**config.mk**
```make
export PLATFORM = sky130hd
export DESIGN_NAME = pixmem_arbiter
export DESIGN_NICKNAME = d
export VERILOG_FILES = /design/src/rtl/pixmem_arbiter.sv
export SDC_FILE = /design/constraint.sdc
export NUM_CORES = 1
export LEC_CHECK = 0
export ABC_AREA = 1
export BUFFER_PORTS_ARGS = -buffer_cell sky130_fd_sc_hd__buf_2
export CORE_UTILIZATION = 55
export DETAILED_ROUTE_END_ITERATION = 10
export PLACE_DENSITY_LB_ADDON = 0.25
export SYNTH_ARGS = -nofsm -noshare
export SYNTH_HDL_FRONTEND = slang
export SYNTH_SLANG_ARGS = --single-unit
```
**constraint.sdc**
```tcl
create_clock -name clk -period 3.6 [get_ports clk]
set_input_delay 0.36 -clock clk [delete_from_list [all_inputs] [get_ports clk]]
set_output_delay 0.36 -clock clk [all_outputs]
set_load 0.005 [all_outputs]
```
**src/rtl/pixmem_arbiter.sv**
```systemverilog
// Single-port pixel RAM arbiter: video reads have absolute priority, host writes
// are posted through a small FIFO, and host reads issue only once that FIFO is drained.
module pixmem_arbiter #(
  parameter int ADDR_W     = 9,
  parameter int DATA_W     = 2,
  parameter int FIFO_DEPTH = 4,
  parameter int STARVE_MAX = 634
) (
  input  logic                        clk,
  input  logic                        reset,
  input  logic                        vid_req,
  input  logic [ADDR_W-1:0]           vid_addr,
  output logic [DATA_W-1:0]           vid_data,
  output logic                        vid_valid,
  input  logic                        host_wr_valid,
  input  logic [ADDR_W-1:0]           host_wr_addr,
  input  logic [DATA_W-1:0]           host_wr_data,
  output logic                        host_wr_ready,
  input  logic                        host_rd_req,
  input  logic [ADDR_W-1:0]           host_rd_addr,
  output logic                        host_rd_busy,
  output logic                        host_rd_valid,
  output logic [DATA_W-1:0]           host_rd_data,
  output logic [$clog2(FIFO_DEPTH):0] fifo_level,
  output logic                        host_starve,
  output logic [ADDR_W-1:0]           mem_addr,
  output logic                        mem_we,
  output logic [DATA_W-1:0]           mem_wdata,
  input  logic [DATA_W-1:0]           mem_rdata
);

  localparam int PTR_W = $clog2(FIFO_DEPTH);
  localparam int LVL_W = PTR_W + 1;
  localparam logic [LVL_W-1:0] LVL_ZERO = {LVL_W{1'b0}};
  localparam logic [LVL_W-1:0] LVL_ONE  = LVL_W'(1);
  localparam logic [LVL_W-1:0] LVL_FULL = LVL_W'(FIFO_DEPTH);
  localparam logic [PTR_W-1:0] PTR_ONE  = PTR_W'(1);
  localparam logic [15:0] STARVE_LIM = 16'(STARVE_MAX);
  localparam logic [15:0] STARVE_PRE = 16'(STARVE_MAX - 1);

  typedef enum logic [1:0] {ST_IDLE, ST_VID, ST_WR, ST_RD} state_t;
  typedef enum logic [1:0] {TAG_NONE, TAG_VID, TAG_HOST} tag_t;

  state_t              state_r, state_next_s;
  tag_t                tag0_s, tag1_r;
  logic [ADDR_W-1:0]   fifo_addr_r [FIFO_DEPTH];
  logic [DATA_W-1:0]   fifo_data_r [FIFO_DEPTH];
  logic [PTR_W-1:0]    wr_ptr_r, rd_ptr_r;
  logic [LVL_W-1:0]    count_r, count_next_s;
  logic                push_s, pop_s, wr_ready_r;
  logic                rd_pend_r, rd_busy_r, rd_accept_s;
  logic [ADDR_W-1:0]   rd_addr_r;
  logic [DATA_W-1:0]   vid_data_r, rd_data_r;
  logic                vid_valid_r, rd_valid_r;
  logic [ADDR_W-1:0]   mem_addr_r;
  logic                mem_we_r;
  logic [DATA_W-1:0]   mem_wdata_r;
  logic [15:0]         starve_cnt_r;
  logic                starve_r, host_work_s, host_grant_s;

  // Slot grant: video first, then FIFO drain, then the pending host read.
  always_comb begin
    state_next_s = ST_IDLE;
    if (vid_req) begin
      state_next_s = ST_VID;
    end else if (count_r != LVL_ZERO) begin
      state_next_s = ST_WR;
    end else if (rd_pend_r) begin
      state_next_s = ST_RD;
    end else begin
      state_next_s = ST_IDLE;
    end
  end

  // Handshakes, FIFO occupancy and the tag of the command now on the RAM pins.
  always_comb begin
    push_s       = host_wr_valid && wr_ready_r;
    pop_s        = (state_next_s == ST_WR);
    rd_accept_s  = host_rd_req && !rd_busy_r;
    host_work_s  = (count_r != LVL_ZERO) || rd_pend_r;
    host_grant_s = pop_s || (state_next_s == ST_RD);
    case ({push_s, pop_s})
      2'b10:   count_next_s = count_r + LVL_ONE;
      2'b01:   count_next_s = count_r - LVL_ONE;
      default: count_next_s = count_r;
    endcase
    case (state_r)
      ST_VID:  tag0_s = TAG_VID;
      ST_RD:   tag0_s = TAG_HOST;
      default: tag0_s = TAG_NONE;
    endcase
  end

  // Arbiter state and registered RAM command; idle slots keep the last address.
  always_ff @(posedge clk or negedge reset) begin
    if (!reset) begin
      state_r     <= ST_IDLE;
      mem_addr_r  <= {ADDR_W{1'b0}};
      mem_we_r    <= 1'b0;
      mem_wdata_r <= {DATA_W{1'b0}};
    end else begin
      state_r <= state_next_s;
      case (state_next_s)
        ST_VID: begin
          mem_addr_r <= vid_addr;
          mem_we_r   <= 1'b0;
        end
        ST_WR: begin
          mem_addr_r  <= fifo_addr_r[rd_ptr_r];
          mem_wdata_r <= fifo_data_r[rd_ptr_r];
          mem_we_r    <= 1'b1;
        end
        ST_RD: begin
          mem_addr_r <= rd_addr_r;
          mem_we_r   <= 1'b0;
        end
        default: mem_we_r <= 1'b0;
      endcase
    end
  end

  // Posted host write FIFO; ready is registered from the next-cycle occupancy.
  always_ff @(posedge clk or negedge reset) begin
    if (!reset) begin
      wr_ptr_r   <= {PTR_W{1'b0}};
      rd_ptr_r   <= {PTR_W{1'b0}};
      count_r    <= LVL_ZERO;
      wr_ready_r <= 1'b0;
      for (int i = 0; i < FIFO_DEPTH; i++) begin
        fifo_addr_r[i] <= {ADDR_W{1'b0}};
        fifo_data_r[i] <= {DATA_W{1'b0}};
      end
    end else begin
      if (push_s) begin
        fifo_addr_r[wr_ptr_r] <= host_wr_addr;
        fifo_data_r[wr_ptr_r] <= host_wr_data;
        wr_ptr_r              <= wr_ptr_r + PTR_ONE;
      end
      if (pop_s) begin
        rd_ptr_r <= rd_ptr_r + PTR_ONE;
      end
      count_r    <= count_next_s;
      wr_ready_r <= (count_next_s != LVL_FULL);
    end
  end

  // Host read: pending until issued, busy until its data returns.
  always_ff @(posedge clk or negedge reset) begin
    if (!reset) begin
      rd_pend_r <= 1'b0;
      rd_busy_r <= 1'b0;
      rd_addr_r <= {ADDR_W{1'b0}};
    end else if (rd_accept_s) begin
      rd_pend_r <= 1'b1;
      rd_busy_r <= 1'b1;
      rd_addr_r <= host_rd_addr;
    end else begin
      if (state_next_s == ST_RD) begin
        rd_pend_r <= 1'b0;
      end
      if (tag1_r == TAG_HOST) begin
        rd_busy_r <= 1'b0;
      end
    end
  end

  // Second tag stage lines up with mem_rdata and steers it to its requester.
  always_ff @(posedge clk or negedge reset) begin
    if (!reset) begin
      tag1_r      <= TAG_NONE;
      vid_valid_r <= 1'b0;
      vid_data_r  <= {DATA_W{1'b0}};
      rd_valid_r  <= 1'b0;
      rd_data_r   <= {DATA_W{1'b0}};
    end else begin
      tag1_r      <= tag0_s;
      vid_valid_r <= (tag1_r == TAG_VID);
      rd_valid_r  <= (tag1_r == TAG_HOST);
      if (tag1_r == TAG_VID) begin
        vid_data_r <= mem_rdata;
      end
      if (tag1_r == TAG_HOST) begin
        rd_data_r <= mem_rdata;
      end
    end
  end

  // Starvation counter saturates at the limit so the warning fires only once.
  always_ff @(posedge clk or negedge reset) begin
    if (!reset) begin
      starve_cnt_r <= 16'd0;
      starve_r     <= 1'b0;
    end else if (!host_work_s || host_grant_s) begin
      starve_cnt_r <= 16'd0;
      starve_r     <= 1'b0;
    end else if (starve_cnt_r != STARVE_LIM) begin
      starve_cnt_r <= starve_cnt_r + 16'd1;
      starve_r     <= (starve_cnt_r == STARVE_PRE);
    end else begin
      starve_r <= 1'b0;
    end
  end

  assign vid_data      = vid_data_r;
  assign vid_valid     = vid_valid_r;
  assign host_wr_ready = wr_ready_r;
  assign host_rd_busy  = rd_busy_r;
  assign host_rd_valid = rd_valid_r;
  assign host_rd_data  = rd_data_r;
  assign fifo_level    = count_r;
  assign host_starve   = starve_r;
  assign mem_addr      = mem_addr_r;
  assign mem_we        = mem_we_r;
  assign mem_wdata     = mem_wdata_r;

endmodule

```
## Word-level counts from Yosys, hierarchy flattened

Cells that the tools add are included.

- Register bits: 102
- Logic and storage cells: 88

- $add $sub $neg: 5
- Order comparisons: 3
- Eq/ne operators: 12
- Mux-type cells: 27
- Bitwise gates (word level): 2
- Reduce and logical (&&, ||, !) cells: 13

Operator list:

| kind | count |
|---|---|
| bitwise mux 36 bit | 1 |
| two-way mux 16 bit | 2 |
| two-way mux 9 bit | 3 |
| case mux 9 bit (3 select lines) | 1 |
| binary-select mux 9 bit (select 2 bit) | 1 |
| demux 9 bit (select 2 bit) | 1 |
| adder 16 x 1 -> 16 bit, second input constant | 1 |
| equality test 16 x 10 -> 1 bit, second input constant | 1 |
| != test 16 x 10 -> 1 bit, second input constant | 1 |
| two-way mux 2 bit | 6 |
| equality test 2 bit, second input constant | 5 |
| bitwise mux 8 bit | 1 |
| equality test 2 x 1 -> 1 bit, second input constant | 4 |
| two-way mux 1 bit | 7 |
| greater-or-equal comparator 3 bit, second input constant | 2 |
| NOT 2 -> 3 bit | 2 |
| case mux 3 bit (2 select lines) | 1 |
| nonzero test 2 bit | 3 |
| nonzero test 3 bit | 2 |
| adder 2 x 1 -> 2 bit, second input constant | 2 |
| binary-select mux 2 bit (select 2 bit) | 1 |
| demux 2 bit (select 2 bit) | 1 |
| case mux 2 bit (2 select lines) | 1 |
| adder 3 x 1 -> 3 bit, second input constant | 1 |
| other kinds (6) | 11 |

## Logic depth before layout (Yosys ltp)

- Word-level depth: 7
- Depth in mapped cells: 10
- Depth with buffers taken out: 9

## Worst setup path after synthesis

OpenSTA, ideal clock, no wires.

- Path type: register -> register
- Start: register count_r[2], in the netlist fifo_level[2]
- End: register wr_ready_r, in the netlist host_wr_ready
- Setup time: 0.125 ns
- Data arrival time: 1.898 ns
- Required time: 3.475 ns
- Slack: 1.577 ns
- Stages on the path, launching flop included: 11
- Path buffers: 1
- Path through: dfrtp_1 -> nor2_4 -> a21oi_4 -> buf_6 -> ha_1 -> inv_1 -> fa_1 -> a21oi_1 -> o21ai_0 -> xnor2_1 -> nand2_1

- Word-level cells in the longest chain between the ends: 7
- Elaborated cells between the ends (all ways): 10
- Classes of those cells: 2 x add/sub; 4 x eq/ne; 3 x mux; 1 x reduce/logical

Ends and longest elaborated chain:

| what | RTL line | source |
|---|---|---|
| start, declared | 49 | `logic [LVL_W-1:0] count_r, count_next_s;` |
| start signal, assigned | 142 | `count_r <= count_next_s;` |
| nonzero test 3 bit * | 66 | `end else if (count_r != LVL_ZERO) begin` |
| two-way mux 2 bit * | 66 |  |
| two-way mux 2 bit * | 64 | `if (vid_req) begin` |
| equality test 2 bit * | 78 | `pop_s = (state_next_s == ST_WR);` |
| named net pop_s | 50 | `logic push_s, pop_s, wr_ready_r;` |
| equality test 2 x 1 -> 1 bit or equality test 2 bit (tied branches) | 82 | `case ({push_s, pop_s})` |
| case mux 3 bit (2 select lines) * | 82 |  |
| named net count_next_s[2] | 49 |  |
| != test 3 bit * | 143 | `wr_ready_r <= (count_next_s != LVL_FULL);` |
| end signal, assigned | 143 |  |
| end, declared | 50 |  |

Mark *: on every way through the listed nets, which the timed path passes. The rest lies on a longest branch.
A chain may end at the register's enable or synchronous reset.

## Final worst setup path

- Start: register count_r[2], in the netlist fifo_level[2]
- End: register wr_ready_r, in the netlist host_wr_ready

- Word-level cells in the longest chain between the ends: 7
- Elaborated cells between the ends (all ways): 10
- Classes of those cells: 2 x add/sub; 4 x eq/ne; 3 x mux; 1 x reduce/logical

Ends and longest elaborated chain:

| what | RTL line |
|---|---|
| nonzero test 3 bit | 66 |
| two-way mux 2 bit | 66 |
| two-way mux 2 bit | 64 |
| equality test 2 bit | 78 |
| equality test 2 x 1 -> 1 bit or equality test 2 bit (tied branches) | 82 |
| case mux 3 bit (2 select lines) * | 82 |
| named net count_next_s[2] | 49 |
| != test 3 bit * | 143 |

Marks and branches as above.

==> metrics.csv <==
stage;metric;value;unit
setup_path;critical path's slowest cell;dfrtp_1;
floorplanning;core area;8300;um^2
global_routing;global-route wire length before repair;16900;um
setup_path;CP Max Fanout;16;
drt;wirelength, routed;10000;um
placed_design;Placed Area;5110;um^2
cts;Root Buffer;clkbuf_8;
timing;final max-slew violation count;0;
drt;vias post-DR;3796;
run;total of max-cap violations;0;
timing;RSZ-0062 raised after global routing;false;
floorplanning;row cnt;33;
synth;Post-synth top cells;nand2_1, dfrtp_1, o21ai_0;
setup_path;reg-to-reg setup timing slack;1190;ps
outcome;run status;complete, no violations;
cts;CTS buffer count;9;
cts;insertion delay to the later sink of the worst-skew pair;360;ps
drt;Routed Antenna Nets;0;
cells_and_area;share of post-route cells with drive strength above 1;0.170;
cts;Clk pin slew, worst setup/hold paths;100;ps
floorplanning;number of top-level pins;60;
synth;syn avg cell area;8.64;um^2
cells_and_area;P&R area growth vs syn;11.6;%
synth;mapped cell area;4770;um^2
floorplanning;Die W;95.1;um
timing;f_max;415;MHz
drt;via/cell ratio;5.30;
timing;fin crit share;0.669;
setup_path;data required time at the worst endpoint;3840;ps
cts;TritonCTS clock tree;yes;
setup_path;Reg-to-Reg Start;fifo_level[2];
synth;Mapped Cells;552;
cells_and_area;Antenna Diode Count;0;
drt;post-route DRC violation count;0;
power;Max VDD drop;0.000449;V
setup_path;CP Class;reg2reg;
synth;Area contributors post-synth;dfrtp_1, nand2_1, o21ai_0;
drt;drt first-iter violations;200;
setup_path;cell chain of the critical path;nor2_4 -> a21oi_4 -> ha_1 -> inv_1 -> fa_1 -> a21oi_1 -> o21ai_0 -> xnor2_1 -> nand2_1;
drt;DRT Pass-1 Iters;5;
timing;final hold violations;0;
placed_design;global placement routability congestion;0.837;
floorplanning;Initial Utilization;0.575;
global_routing;initial antenna violation count;0;
setup_path;worst r2r path cells;9;
synth;Synth area leader;dfrtp_1;
cells_and_area;Filler cells;736;
global_routing;busiest grt layer;met2;
synth;Main synth FF type;dfrtp_1;
global_routing;pin count of the biggest net entering global routing;67;
synth;top cell type's share of synthesized area;0.535;
placed_design;I/O Buffers;59;
cells_and_area;Finished Cell Area;5330;um^2
setup_path;startpoint types;flip-flop;
synth;Net Count, Synth;597;
floorplanning;die area;9050;um^2
synth;post-synthesis sequential area ratio;0.535;
synth;most frequent cell after synthesis;nand2_1;
cts;Clock Path Buffers;2;
cells_and_area;# nets final;651;
placed_design;DPL Wire Length;7040;um
synth;Seq cells post-synth;102;
setup_path;Crit. End Element;flip-flop;
synth;Yosys cell types;38;
cts;clk sinks;102;
timing;headroom to the max-slew limit;0.456;
hold_path;Min-Delay Path Class;in2async;
synth;fraction of registers with async set/reset;1.00;
power;Static Leak;2.67;nW
cts;post-cts repair resize count;0;
floorplanning;DIE HEIGHT;95.1;um
global_routing;vias in the first global route;3634;
synth;EDFF count, synth;0;
setup_path;delay-heaviest family, CP;compound AO/OA/AOI/OAI gates;
timing;Worst Tran Pin Value;816;ps
cts;post-cts hold buffer count;0;
cts;htree depth;3;
timing;Min Clock Period, post-route;2410;ps
cts;postcts setup bufs;0;
global_routing;met1 Usage GRT;0.323;
timing;Setup TNS;0;ps
setup_path;Buf+Inv Stages, Crit Path;1;
timing;final setup skew;14.5;ps
global_routing;met3 capacity usage during global routing;0.0534;
global_routing;met2 Use GR;0.401;
synth;Synth warnings;0;
setup_path;FF-to-FF End;host_wr_ready;
setup_path;CP max stage delay;510;ps
global_routing;GRT Residual Overflow;0;
global_routing;GRT Util Overall;0.245;
power;P per Cell Area;741;nW/um^2
timing;Setup-failing EPs final;0;
setup_path;WP data arrival;2650;ps
drt;Routed WL per cell;14.0;um
[routing by layer]
metal | vias up | routed length [um]
met5 | - | 0
met4 | 0 | 199
met3 | 18 | 560
met2 | 102 | 4740
met1 | 1799 | 4550
li1 | 1877 | -
[layout make-up]
type | count | area (um^2) | share of cell area
flip-flops and latches | 102 | 2550 | 0.479
multi-input cells | 376 | 1900 | 0.358
repair buffers | 61 | 313 | 0.0587
inverters | 56 | 213 | 0.0399
clock buffers | 14 | 173 | 0.0324
well taps | 105 | 131 | 0.0247
clock inverters | 2 | 38.8 | 0.00728
[cell families (layout without fill, tap and decap cells)]
logic type	after synthesis	after routing	synth area share
and+or+nand+nor	270	270	0.251
DFF	102	102	0.535
AOI/OAI and AO/OA	85	85	0.0978
buffers and inverters	74	133	0.0658
adders and majority gates	9	9	0.0252
xor gates and xnor gates	6	6	0.0110
muxes	6	6	0.0142
[through the flow]
| stage | utilization | worst slack (ps) | hold WS [ps] | total power [W] | instances |
|---|---|---|---|---|---|
| after detailed placement | 0.616 | 1210 | 420 | 0.00321 | 700 |
| after global routing | 0.642 | 976 | 160 | 0.00427 | 716 |
| final | 0.642 | 1190 | 80.5 | 0.00395 | 716 |
| after CTS | 0.642 | 1210 | 115 | 0.00398 | 716 |
| after floorplan | - | 1580 | 64.4 | 0.00278 | 552 |
| after global placement | 0.616 | 1310 | 422 | 0.00314 | 700 |
[cells in the final DEF (no fill, tap or decap), types with 2 or more instances in the layout]
cell type  Yosys  layout
a21oi_1       10      10
xnor2_1        2       2
o21ai_0       59      59
nor2_4         2       2
o21bai_1       2       2
xor2_1         4       4
nand3b_1       2       2
buf_4          0       3
a31oi_1        2       2
nor2_1        54      54
nand2_1      144     144
clkbuf_1       5       2
ha_1           8       8
nand4_1        6       6
clkbuf_8       0      12
o211ai_1       6       6
nor2_2         2       2
buf_2          9      58
nand3_1       39      39
dfrtp_1      102     102
inv_2          4       4
mux2_2         6       6
o21ai_2        2       2
inv_1         51      51
o21ai_1        3       3
nand2_2        2       2
nor3_1         2       2
nand3_2        6       6
or2_1          5       5
[registers in the layout, summed over array words and instances (netlist names), 2 cells and up]
name and count:
fifo_addr_r 36, fifo_data_r 8, fifo_level 3, host_rd_data 2
mem_addr 9, mem_wdata 2, rd_addr_r 9, rd_ptr_r 2
starve_cnt_r 16, state_r 2, tag1_r 2, vid_data 2
wr_ptr_r 2
[worst max path at each step]
stage	cells after the start	endpoint	slack, ps	startpoint
after floorplan	10	host_wr_ready	1580	fifo_level[2]
after global placement	9	host_wr_ready	1310	fifo_level[2]
after detailed placement	9	host_wr_ready	1210	fifo_level[2]
after CTS	9	host_wr_ready	1210	fifo_level[2]
after global routing	9	host_wr_ready	980	fifo_level[2]
final	9	host_wr_ready	1190	fifo_level[2]
[where the power goes]
group,internal (W),switching [W],leakage [nW]
Sequential,0.00158,0.000320,1.27
Combinational,0.000505,0.000779,1.29
Clock,0.000381,0.000381,0.107
Total,0.00247,0.00148,2.67
(Power assumes the default switching activity.)
